[src/rtl/mux_32_8.sv]
// mux_32_8: 32-to-8 serializer, MSB first, one byte per clk_4f cycle.
// A one-word pending buffer lets back-to-back words stream with no idle slot.
// Build option: define MUX_IDLE_FILL_EN to drive IDLE_BYTE on data_out while idle;
// otherwise idle slots carry 8'h00.
module mux_32_8 #(
   parameter logic [7:0] IDLE_BYTE = 8'hBC
) (
   input  logic        clk_4f,
   input  logic        reset,
   input  logic [31:0] data_in,
   input  logic        valid_in,
   output logic        in_ready,
   output logic [7:0]  data_out,
   output logic        valid_out
);

   localparam int unsigned W_WORD = 32;
   localparam int unsigned N_BYTE = 4;
   localparam int unsigned W_BYTE = 8;
   localparam int unsigned W_CNT  = 2;

`ifdef MUX_IDLE_FILL_EN
   localparam logic [W_BYTE-1:0] IDLE_VAL = IDLE_BYTE;
`else
   // Fill disabled: idle slots are zero; IDLE_BYTE stays for a uniform interface.
   localparam logic [W_BYTE-1:0] IDLE_VAL = IDLE_BYTE & 8'h00;
`endif

   typedef enum logic {IDLE, SEND} state_t;

   state_t                           state, state_nxt;
   logic [W_CNT-1:0]                 cnt, cnt_nxt;
   logic [N_BYTE-1:0][W_BYTE-1:0]    shreg, shreg_nxt;
   logic [W_WORD-1:0]                pend, pend_nxt;
   logic                             pend_valid, pend_valid_nxt;
   logic [W_BYTE-1:0]                data_out_nxt;
   logic                             valid_out_nxt;
   logic                             accept;
   logic                             pop;
   logic [W_CNT-1:0]                 byte_sel;

   // Upstream may hand over a word whenever the pending buffer is empty.
   assign in_ready = ~pend_valid;

   // Next-state, pending-buffer and output decode.
   always_comb begin
      state_nxt      = state;
      cnt_nxt        = cnt;
      shreg_nxt      = shreg;
      pend_nxt       = pend;
      pend_valid_nxt = pend_valid;
      data_out_nxt   = data_out;
      valid_out_nxt  = valid_out;
      pop            = 1'b0;
      accept         = valid_in & ~pend_valid;
      // Byte index 0 is the MSB, stored in shreg[3].
      byte_sel       = W_CNT'(N_BYTE - 1) - (cnt + W_CNT'(1));

      case (state)
         IDLE: begin
            if (pend_valid) begin
               pop = 1'b1;
            end else begin
               valid_out_nxt = 1'b0;
               data_out_nxt  = IDLE_VAL;
            end
         end
         SEND: begin
            if (cnt != W_CNT'(N_BYTE - 1)) begin
               data_out_nxt  = shreg[byte_sel];
               valid_out_nxt = 1'b1;
               cnt_nxt       = cnt + W_CNT'(1);
            end else if (pend_valid) begin
               pop = 1'b1;
            end else begin
               state_nxt     = IDLE;
               valid_out_nxt = 1'b0;
               data_out_nxt  = IDLE_VAL;
            end
         end
         default: begin
            state_nxt = IDLE;
         end
      endcase

      // Pop the pending word straight onto the output: MSB goes out this edge.
      if (pop) begin
         shreg_nxt     = pend;
         data_out_nxt  = pend[W_WORD-1 -: W_BYTE];
         valid_out_nxt = 1'b1;
         cnt_nxt       = '0;
         state_nxt     = SEND;
      end

      // Accept and pop are mutually exclusive: they need opposite pend_valid.
      if (pop) begin
         pend_valid_nxt = 1'b0;
      end else if (accept) begin
         pend_valid_nxt = 1'b1;
      end

      if (accept) begin
         pend_nxt = data_in;
      end
   end

   // State and output registers; reset discards any word in flight.
   always_ff @(posedge clk_4f or posedge reset) begin
      if (reset) begin
         state      <= IDLE;
         cnt        <= '0;
         shreg      <= '0;
         pend       <= '0;
         pend_valid <= 1'b0;
         data_out   <= IDLE_VAL;
         valid_out  <= 1'b0;
      end else begin
         state      <= state_nxt;
         cnt        <= cnt_nxt;
         shreg      <= shreg_nxt;
         pend       <= pend_nxt;
         pend_valid <= pend_valid_nxt;
         data_out   <= data_out_nxt;
         valid_out  <= valid_out_nxt;
      end
   end

endmodule

[config.mk]
export PLATFORM = sky130hd
export DESIGN_NAME = mux_32_8
export DESIGN_NICKNAME = d
export VERILOG_FILES = /design/src/rtl/mux_32_8.sv
export SDC_FILE = /design/constraint.sdc
export NUM_CORES = 1
export LEC_CHECK = 0
export CORE_ASPECT_RATIO = 1.2
export CORE_MARGIN = 1
export CORE_UTILIZATION = 54
export DETAILED_ROUTE_END_ITERATION = 10
export PLACE_DENSITY = 0.75
export SYNTH_ARGS = -nofsm -noshare
export SYNTH_HDL_FRONTEND = slang
export SYNTH_SLANG_ARGS = --single-unit
[constraint.sdc]
create_clock -name clk_4f -period 2.45 [get_ports clk_4f]
set_input_delay 0.245 -clock clk_4f [delete_from_list [all_inputs] [get_ports clk_4f]]
set_output_delay 0.245 -clock clk_4f [all_outputs]
set_load 0.01 [all_outputs]
==> run metrics <==
run status finished, final reports clean; DIE WIDTH between 70 and 80 um; wire per inst between 15 and 20 um; DRC viols 0; total gr overflow 0; Post-layout nets approximately 300; die height 87.73 um; Yosys top cell area share 58.27%; slew of the pin with the lowest slew margin 540.4 ps; clock skew a little over 7 ps; pwr dens approximately 1500 mW/mm2; clock sink total 77; Hold Fails Final Rpt 0; area grow syn2layout 22.44%; fin crit share roughly four fifths; CTS Buffer Depth 2; Synth Flop Type dfrtp_1; CTS tree yes; Synth Cell Area between 0.003 and 0.004 mm2; final WL between 5000 and 6000 um; leak pwr 1.719 nW; top cells by area, synth dfrtp_1 58%, mux2_2 23%, mux2_4 4.1%; initial antenna violation count 0; largest net degree at the start of global routing 38; f_max approximately 500 MHz; worst-path cell chain inv_1 -> clkdlybuf4s50_1; mean cell area of the mapped netlist around 15 um2; Root Buffer clkbuf_8; vias post-DR around 1.9k; Post-CTS Setup Inserts 0; RSZ-0062 raised after global routing no; routability congestion estimate between 0.7 and 0.8; DRT Pass-1 Iters 4; hold_buf cts 0; Post-Syn Instances about 210; Setup TNS Final 0 ps; clock-pin slew on the worst setup and hold paths around 80 ps; Worst EP arrival about 1800 ps; Initial Util a little under three fifths; Tmin final around 2000 ps; Hold Slack between 200 and 250 ps; Yosys top cell by area dfrtp_1; top-level I/O count 45; Initial DRC Count between 100 and 150; synth unique cells 26; Crit path required time between 2000 and 2500 ps; CP max stage delay roughly 660 ps; Final setup viols 0; layout cells sized above 1 38.95%; Ant. Diodes 0; Worst-Skew Late Latency about 340 ps; fin. max-slew vios 0; worst min path class in -> async; die area around 0.0064 mm2; CTS Buf Count 9; post_cts resized 0; most common cell after layout, fill and taps aside dfrtp_1; crit path max fanout 15; Setup CP Type reg -> out; Port Buffers 44; crit start category flop; Finished Layout Cells between 300 and 400; CP top delay family buffers and inverters; Total GRT Usage between 20% and 30%; Critical path buffers and inverters 2; H-Tree Level Count 3; Crit-path slowest cell dfrtp_1; core area 0.005781 mm2; Critical Path End Type output pin; Placed Cells 331; asr flop ratio synth 100.0%; worst vdd ir 0.0007396 V; vias in the first global route just under 2k; EDFF count, synth 0; relative slew slack 63.81%; commonest cells after routing, fill and taps aside 77 x dfrtp_1, 67 x mux2_2, 44 x clkdlybuf4s50_1; register area share after synthesis 58.27%; placement row count 30; first-pass GRT wire length ~9400 um; post-route ant nets 0; Max-cap violations 0; post-synth net total 251; Synth Register Bits 77; warning count from the yosys run 0; vias per cell between 5 and 6; post-DP HPWL between 3000 and 4000 um
[cell type report]
| type | instances | area (um2) |
|---|---|---|
| Clock inverter | 6 | 86.33 |
| Timing Repair Buffer | 52 | 550.5 |
| Inverter | 3 | 11.26 |
| Clock buffer | 10 | 127.6 |
| Sequential cell | 77 | 1927 |
| Fill cell | 426 | 1732 |
| Tap cell | 80 | 100.1 |
| Multi-Input combinational cell | 119 | 1246 |
[path summary, 6_finish.rpt]
path | startpoint | endpoint | slack [ps] | depth (start not counted)
worst min register to register | pend[4] | shreg[4] | 490 | 1
min in group clk_4f | pend[4] | shreg[4] | 490 | 1
worst max-delay path | pend_valid | in_ready | 460 | 2
worst min-delay path | reset | pend[4] | 240 | 2
worst max register to register | cnt[0] | shreg[1] | 480 | 5
max in group asynchronous | reset | valid_out | 1660 | 3
[sequential cells by signal (all words and copies together) (netlist names)]
name and count:
data_out 8, shreg 32, state 1, pend 32
valid_out 1, cnt 2, pend_valid 1
[worst register-to-register path, delay by kind of cell, from the launching register on]
family        cells  cell delay [ps]
simple gates      2              570
flops             1              450
mux               1              390
buf+inv           1              240
fa+ha+maj         1              200
[report_power, final]
| part | switching, mW | internal [mW] | total [mW] |
|---|---|---|---|
| Sequential | 0.396 | 1.94 | 2.34 |
| Combinational | 1.00 | 1.56 | 2.56 |
| Clock | 0.457 | 0.574 | 1.03 |
| Total | 1.85 | 4.08 | 5.93 |
[through the flow]
stage / worst slack [ps] / area, um2 / total power [mW] / utilization, %
5_1_grt: 366.6 / 4049 / 6.278 / 70.04
4_1_cts: 454.8 / 4049 / 5.995 / 70.04
6_report: 457.5 / 4049 / 5.929 / 70.04
3_3_place_gp: 521.0 / 3835 / 4.828 / 66.34
2_1_floorplan: 238.3 / 3307 / 4.323 / -
3_5_place_dp: 515.6 / 3835 / 4.940 / 66.34
[cell usage after synthesis, types with 2 or more instances]
cell type	instances
nand2_1	2
mux2_2	67
nand3_1	2
mux2_1	4
a2bb2oi_1	8
a32oi_1	8
buf_2	2
buf_4	5
a22oi_1	8
buf_6	4
ha_1	2
o21ai_0	2
dfrtp_1	77
inv_1	3
mux2_4	9
[kinds of logic (layout without fill, tap and decap cells)]
kind of cell / Yosys count / count (layout) / share of synthesized area, %
fa+ha+maj: 2 / 2 / 0.7566
mux: 80 / 80 / 28.26
compound gates: 27 / 27 / 6.584
buf+inv: 18 / 71 / 4.124
flops: 77 / 77 / 58.27
simple gates: 10 / 10 / 2.006
[per-layer routing]
metal | GRT usage [%] | share of wire (%) | vias to the layer above
met2 | 33.75 | 51 | 44
met1 | 24.71 | 44 | 970
met3 | 4.488 | 3.5 | 4
met4 | 9.965 | 1.2 | 0
met5 | 0 | 0 | -
li1 | - | - | 881
No activity file was read; power rests on OpenSTA's default activity.
